`config.mk`:
```
export PLATFORM = sky130hd
export DESIGN_NAME = serial_sub4
export DESIGN_NICKNAME = d
export VERILOG_FILES = /design/src/rtl/serial_sub4.sv
export SDC_FILE = /design/constraint.sdc
export NUM_CORES = 1
export LEC_CHECK = 0
export CAP_MARGIN = 40
export CORE_AREA = 2 2 58 60
export CTS_CLUSTER_DIAMETER = 100
export DETAILED_ROUTE_END_ITERATION = 7
export DIE_AREA = 0 0 60 62
export MAX_ROUTING_LAYER = met4
export PLACE_DENSITY_LB_ADDON = 0.12
export SETUP_SLACK_MARGIN = 0.3
export SYNTH_ARGS = -nofsm -noshare
export SYNTH_HDL_FRONTEND = slang
export SYNTH_SLANG_ARGS = --single-unit
```
`constraint.sdc`:
```
create_clock -name clk -period 1.14 [get_ports clk]
set_input_delay 0.228 -clock clk [delete_from_list [all_inputs] [get_ports clk]]
set_output_delay 0.228 -clock clk [all_outputs]
set_load 0.01 [all_outputs]
```
`src/rtl/serial_sub4.sv`:
```
// Bit-serial subtractor: diff = a - b - b_in, one bit per clock, LSB first.
// Operands are latched on an accepted start; the result is flagged by a one-cycle done pulse.
module serial_sub4 #(
  parameter int unsigned WIDTH = 4
) (
  input  logic             clk,
  input  logic             reset,
  input  logic             start,
  input  logic [WIDTH-1:0] a,
  input  logic [WIDTH-1:0] b,
  input  logic             b_in,
  output logic             busy,
  output logic             done,
  output logic [WIDTH-1:0] diff,
  output logic             b_out
);

  localparam int unsigned CW = (WIDTH > 1) ? $clog2(WIDTH) : 1;

  typedef enum logic [1:0] {
    IDLE  = 2'd0,
    SHIFT = 2'd1,
    DONE  = 2'd2
  } state_t;

  state_t           state;
  state_t           state_next;
  logic             load;
  logic             last;
  logic [WIDTH-1:0] a_sr;
  logic [WIDTH-1:0] b_sr;
  logic [WIDTH-1:0] res_sr;
  logic [CW-1:0]    count;
  logic             brw;
  logic             d_bit;
  logic             brw_next;

  // One full-subtractor slice on the current LSBs
  assign d_bit    = a_sr[0] ^ b_sr[0] ^ brw;
  assign brw_next = (~a_sr[0] & b_sr[0]) | (~(a_sr[0] ^ b_sr[0]) & brw);
  assign last     = (count == CW'(WIDTH - 1));

  always_ff @(posedge clk) begin
    if (reset) state <= IDLE;
    else       state <= state_next;
  end

  // DONE accepts a new start just like IDLE so ops can run back-to-back
  always_comb begin
    state_next = state;
    load       = 1'b0;
    case (state)
      IDLE: begin
        if (start) begin
          load       = 1'b1;
          state_next = SHIFT;
        end
      end
      SHIFT: begin
        if (last) state_next = DONE;
      end
      DONE: begin
        if (start) begin
          load       = 1'b1;
          state_next = SHIFT;
        end else begin
          state_next = IDLE;
        end
      end
      default: state_next = IDLE;
    endcase
  end

  // Datapath; diff/b_out are captured on the edge entering DONE so they are valid with done
  always_ff @(posedge clk) begin
    if (reset) begin
      busy   <= 1'b0;
      done   <= 1'b0;
      diff   <= '0;
      b_out  <= 1'b0;
      a_sr   <= '0;
      b_sr   <= '0;
      res_sr <= '0;
      count  <= '0;
      brw    <= 1'b0;
    end else begin
      busy <= (state_next == SHIFT);
      done <= (state_next == DONE);
      if (load) begin
        a_sr   <= a;
        b_sr   <= b;
        brw    <= b_in;
        res_sr <= '0;
        count  <= '0;
      end else if (state == SHIFT) begin
        a_sr   <= a_sr >> 1;
        b_sr   <= b_sr >> 1;
        brw    <= brw_next;
        res_sr <= {d_bit, res_sr[WIDTH-1:1]};
        count  <= count + CW'(1);
        if (last) begin
          diff  <= {d_bit, res_sr[WIDTH-1:1]};
          b_out <= brw_next;
        end
      end
    end
  end

endmodule

```
==> key figures, run 1 <==
Clock network
  • H-Tree Depth: 1
  • CTS sink cnt: 23
  • Worst-path clk slew: 0.13 ns
  • Latest clock arrival within the worst-skew pair: 0.31 ns
  • # hold bufs at CTS: 0
  • CTS tree: done
  • Root Driver: clkbuf_4
  • CTS Buf Count: 3
  • CTS Buffer Depth: 2

Die
  • Die Y: 62 um
  • Die Area: 3720 um2
  • Die Span X: 60 um
  • Top Ports: 19
  • Core Area: 3180 um2
  • Initial Util: 28.2%
  • FP Rows: 21

Routing
  • Vias post-DR: 805
  • DRC: 0
  • Total Wirelength: 2.13 mm
  • Detail Route Antenna Nets: 0
  • Via/cell ratio: approximately 4.6
  • Routed WL per cell: about 12 um
  • First-pass iteration count of the detailed router: 4
  • DRT iter0 DRCs: 5

Critical path
  • Worst EP arrival: 1.35 ns
  • CP startpoint: brw
  • Reg2reg path depth: 2
  • Worst-path maximum fanout: 2
  • Critical path's largest stage delay: 0.60 ns
  • FF-to-FF End: diff[3]
  • CP required: between 1 and 1.5 ns
  • WS Path Type: reg -> reg
  • Worst setup EP type: flip-flop
  • Critical Path Sink: diff[3]
  • CP Launch Type: flip-flop
  • Crit path cell chain: fa_2 -> a311oi_2
  • Crit Reg-Reg Startpoint: brw
  • FF-to-FF setup slack: -0.008 ns
  • Slowest CP cell: fa_2

Power
  • Leakage power: 0.000483 uW
  • Worst VDD drop: 0.527 mV
  • Power Dens Cells: between 1000 and 1500 nW/um2
  • Total power: 1550 uW

Outcome
  • Failing checks: setup timing
  • Status: complete, but fails checks

Yosys
  • Avg Synthesized Cell Area: slightly below 9 um2
  • Count leader, synth: dfxtp_1
  • Flip-flop and latch count after synthesis: 23
  • Post-synth EDFFs: 0
  • Sequential share of the synthesized area: 51.4%
  • Mapped Area: ~900 um2
  • Top cells by count, synth: dfxtp_1, nand2_1, nor2_1
  • Mapped Nets: 115
  • Synth top area share: between 50% and 60%
  • Synth Instances: 101
  • Asr flop ratio synth: 0%
  • Synthesis Warnings: 0
  • Yosys top cell by area: dfxtp_1
  • Ys flop type: dfxtp_1
  • Synth area leaders: dfxtp_1, nand2_1, a311oi_1
  • Synth cell types: 23

Finish
  • Share of layout cells above drive strength 1: 45.3%
  • Area Growth Syn to Fin: 53.9%
  • Antenna diodes: 0
  • Final nets: 143

Timing
  • Hold slack: 0.483 ns
  • Final Cycle Share: 101%
  • Max Clk Rate: 0.871 GHz
  • Worst Skew: 0.00618 ns
  • RSZ-0062 raised after global routing: true
  • Actual transition at the worst max-transition pin: between 0.2 and 0.25 ns
  • Final Slew Violations: 0
  • Final Hold Viols: 0
  • Slew HR: 84.4%
  • Setup violators final: 1
  • Clock period minus worst slack: 1.15 ns
  • Setup WS post-layout: -0.00765 ns

Global route
  • Largest net degree at the start of global routing: 19
  • Total track usage: 13.9%
  • Initial antenna violation count: 0
  • First-pass GRT wire length: around 3.6 mm
  • Number of global-route vias before repair: 811
  • Remaining global-route overflow: 0

Placement
  • I/O Buffers: 18
  • Pre-CTS setup slack: -0.217 ns
  • Gpl congestion: 0.705
  • Dpl hpwl: 1.44 mm

Run
  • Max-cap violations: 0

Min path
  • Hold Crit Class: reg -> reg
==> through the flow <==
stage	cell area (um2)	util (%)	std cells	setup TNS (ns)
global route	1380	43.4	174	-0.180
CTS	1350	42.3	174	0
detailed placement	1210	38.0	165	-2.70
finish	1380	43.4	174	-0.00765
floorplan	973	-	101	0
global placement	1210	38.0	165	-2.56
==> worst min-delay path by stage <==
stage	start	endpoint	slack [ns]	cells after the start
after global routing	b[0]	b_sr[0]	0.49	3
after CTS	res_sr[1]	res_sr[1]	0.47	2
after global placement	diff[2]	diff[2]	0.45	2
after detailed placement	res_sr[1]	res_sr[1]	0.46	2
final	b_out	b_out	0.48	2
after floorplan	b[0]	b_sr[0]	0.40	2
==> flip-flops by register name, indices dropped and copies added, names as in the netlist <==
| signal | cells |
|---|---|
| res_sr | 3 |
| count | 2 |
| brw | 1 |
| done | 1 |
| b_out | 1 |
| state | 2 |
| busy | 1 |
| b_sr | 4 |
| diff | 4 |
| a_sr | 4 |
==> critical path: cells and delay by family (launching register included) <==
| kind | cells | cell delay [ns] |
|---|---|---|
| flops | 1 | 0.36 |
| compound gates | 1 | 0.08 |
| fa+ha+maj | 1 | 0.60 |
==> logic make-up after synthesis <==
group,Yosys count,synth area share [%]
simple gates,45,22.3
buf+inv,8,4.61
compound gates,20,14.8
flops,23,51.4
fa+ha+maj,2,3.63
mux,2,2.23
xor+xnor,1,0.978
==> cell type report <==
class                   instances  area (um2)
clock buffers                   4        26.3
fillers                       325        1800
inverters                       1        3.75
multi-input cells              72         526
flip-flops and latches         23         478
well taps                      46        57.6
repair buffers                 28         288
==> cell usage in the layout (no fill, tap or decap), drive strengths merged <==
cell           instances
clkdlybuf4s50         10
mux2i                  2
a22oi                  2
a21oi                 10
clkdlybuf4s15          1
a211oi                 1
fa                     1
dlygate4sd2            1
buf                   16
xnor2                  1
and2b                  2
nand2b                 5
nor2                  11
a311oi                 6
nor3                   2
ha                     1
nand3                  6
nand3b                 1
o21a                   1
clkbuf                 4
nand2                 20
inv                    1
dfxtp                 23
==> routing by layer <==
metal	part of all wire, %	track usage, %	vias up
li1	-	-	402
met1	47	17.5	391
met2	48	21.9	10
met3	4.1	2.07	2
met4	0.84	6.67	0
met5	0	-	-
==> what timing repair did <==
item                                    in CTS  in global routing
endpoints found under the setup margin      30                 30
pin swaps                                    9                  4
buffers inserted                             2                  0
cloned                                       3                  0
resized for setup                           52                 11
==> where the power goes <==
group	internal [uW]	switching, uW
logic	158	138
clock network	136	245
registers	844	29.2
(Power assumes the default switching activity.)
==> inputs of run 2 (changes only) <==
--- a/config.mk
+++ b/config.mk
@@ -6,10 +6,10 @@
 export NUM_CORES = 1
 export LEC_CHECK = 0
 export CAP_MARGIN = 40
-export CORE_AREA = 2 2 58 60
+export CORE_AREA = 2 2 42 60
 export CTS_CLUSTER_DIAMETER = 100
 export DETAILED_ROUTE_END_ITERATION = 7
-export DIE_AREA = 0 0 60 62
+export DIE_AREA = 0 0 44 62
 export MAX_ROUTING_LAYER = met4
 export PLACE_DENSITY_LB_ADDON = 0.12
 export SETUP_SLACK_MARGIN = 0.3
==> run 2 against run 1 <==
The flow still finishes with violations (setup timing). Sequential share of layout area down 0.65 points. First-iteration DRC count down 40%. Sequential power about the same. Critical path depth unchanged. Cell count down 11%. Clock power down 2%. Via count up 1.2%. Maximum frequency down 0.90%. Total power up 1.6%. Worst setup slack worse by 0.010 ns. Sequential cell count unchanged. Core utilization up 19 points. Critical endpoint unchanged. Largest cell class unchanged. Highest routed layer unchanged.
==> key figures, run 2 (same netlist as run 1, synthesis figures left out) <==
Critical path
  • Critical Path Sink: diff[3]
  • WS Path Type: reg -> reg
  • Crit Reg-Reg Startpoint: brw
  • CP startpoint: brw
  • FF-to-FF End: diff[3]
  • Worst EP arrival: 1.40 ns (+0.05 ns)
  • Worst-path maximum fanout: 2 (unchanged)
  • FF-to-FF setup slack: -0.02 ns (about the same)
  • CP Launch Type: flip-flop
  • Worst setup EP type: flip-flop
  • Reg2reg path depth: 2 (unchanged)
  • CP required: 1.38 ns (+0.04 ns)

Finish
  • Area Growth Syn to Fin: 57.3%
  • Most frequent cells in the layout: nand2_1, dfxtp_1, nor2_1, buf_6, clkdlybuf4s50_1
  • Final nets: 146 (+2.1%)
  • Antenna diodes: 0 (unchanged)
  • Share of layout cells above drive strength 1: 53.4% (+8.1 points)
  • Finished Cell Area: 1410 um2 (+2.2%)
  • Largest registers: a_sr (4), b_sr (4), diff (4)

Timing
  • RSZ-0062 raised after global routing: true
  • Final Hold Viols: 0 (unchanged)
  • Slew HR: 83.6% (-0.77 points)
  • Setup violators final: 1 (unchanged)
  • Actual transition at the worst max-transition pin: 0.245 ns (+0.0123 ns)
  • Final Cycle Share: 102% (+0.92 points)
  • Setup WS post-layout: -0.0181 ns (-0.0105 ns)
  • Final Slew Violations: 0 (unchanged)
  • Hold slack: 0.479 ns (-0.00430 ns)
  • TNS Setup: -0.0181 ns (-0.0105 ns)
  • Max Clk Rate: 0.863 GHz (-0.90%)
  • Clock period minus worst slack: 1.16 ns (+0.0105 ns)
  • Worst Skew: 0.00460 ns (-0.00158 ns)

Clock network
  • CTS sink cnt: 23 (unchanged)
  • Root Driver: clkbuf_4
  • CTS Buf Count: 3 (unchanged)
  • # hold bufs at CTS: 0 (unchanged)
  • H-Tree Depth: 1 (unchanged)
  • CTS tree: done
  • Worst-path clk slew: 0.12 ns (about the same)
  • Latest clock arrival within the worst-skew pair: 0.31 ns (about the same)
  • CTS Buffer Depth: 2 (unchanged)

Placement
  • DP Area: 1170 um2 (-3.0%)
  • I/O Buffers: 18 (unchanged)
  • Dpl hpwl: 1.39 mm (-3.0%)
  • Gpl congestion: 0.731 (+3.8%)
  • Pre-CTS setup slack: -0.214 ns (+0.00236 ns)

Global route
  • Largest net degree at the start of global routing: 19 (unchanged)
  • First-pass GRT wire length: 3.31 mm (-8.8%)
  • Total track usage: 16.7% (+2.9 points)
  • Initial antenna violation count: 0 (unchanged)
  • Remaining global-route overflow: 0 (unchanged)
  • Number of global-route vias before repair: 771 (-4.9%)

Routing
  • First-pass iteration count of the detailed router: 3 (-1)
  • Vias post-DR: 815 (+1.2%)
  • Via/cell ratio: 5.29 (+14%)
  • Detail Route Antenna Nets: 0 (unchanged)
  • DRT iter0 DRCs: 3 (-2)
  • Routed WL per cell: 14.0 um (+14%)
  • Total Wirelength: 2.15 mm (+0.89%)
  • DRC: 0 (unchanged)

Die
  • Die Y: 62 um (unchanged)
  • Top Ports: 19 (unchanged)
  • FP Rows: 21 (unchanged)
  • Die Span X: 44 um (-27%)
  • Initial Util: 39.6% (+11 points)
  • Die Area: 2730 um2 (-27%)
  • Core Area: 2260 um2 (-29%)

Power
  • Leakage power: 0.000526 uW (+9.0%)
  • Power Dens Cells: 1120 nW/um2 (-0.59%)
  • Worst VDD drop: 0.807 mV (+53%)

Run
  • Max-cap violations: 0 (unchanged)

Outcome
  • Failing checks: setup timing
  • Status: complete, but fails checks

Min path
  • Hold Crit Class: reg -> reg
-- run 2: cell count changes in the layout (fill, tap and decap cells not counted), sizes merged --
cell    delta
buf        +4
clkbuf     -1
clkinv     +1
nand2b     -1
-- run 2: cell type report --
cell class,instances,area [um2]
Timing Repair Buffer,32,315
Clock inverter,1,5.00
Clock buffer,3,22.5
Multi-Input combinational cell,71,554
Sequential cell,23,479
Fill cell,196,851
Tap cell,23,28.8
Inverter,1,3.75
-- run 2: power by group --
part	switching [uW]	internal, uW	leakage (uW)
combinational	151	178	0.000315
sequential	30.2	843	0.000193
clock	241	131	0.0000177
-- run 2: worst min-delay path by stage --
stage,startpoint,to,depth (start not counted)
final,diff[2],diff[2],2
after global routing,b_out,b_out,2
after CTS,diff[0],diff[0],2
after detailed placement,b_out,b_out,2
after global placement,res_sr[1],res_sr[1],2
after floorplan,b[0],b_sr[0],2
-- run 2: routing by layer --
metal,track usage (%),vias up,part of all wire [%]
li1,-,407,-
met5,-,-,0
met3,1.73,7,3.2
met1,18.8,385,42
met2,29.6,16,52
met4,7.79,0,2.2
-- run 2: through the flow --
stage | std cells | power (uW) | util, %
4_1_cts | 150 | 1550 | 58.5
6_report | 154 | 1570 | 62.3
3_5_place_dp | 141 | 1130 | 51.9
3_3_place_gp | 141 | 1130 | 51.9
2_1_floorplan | 101 | 1040 | -
5_1_grt | 154 | 1660 | 62.3
-- run 2: repair_timing --
item,CTS,global route
gates resized for setup,60,12
setup buffers,2,4
setup endpoints to repair,30,30
cloned,3,0
pin swaps,5,5
-- run 2: critical path, cell delays in order (launching register included) --
cell,delay [ns]
dfxtp_2,0.35
fa_2,0.49
a311oi_2,0.24
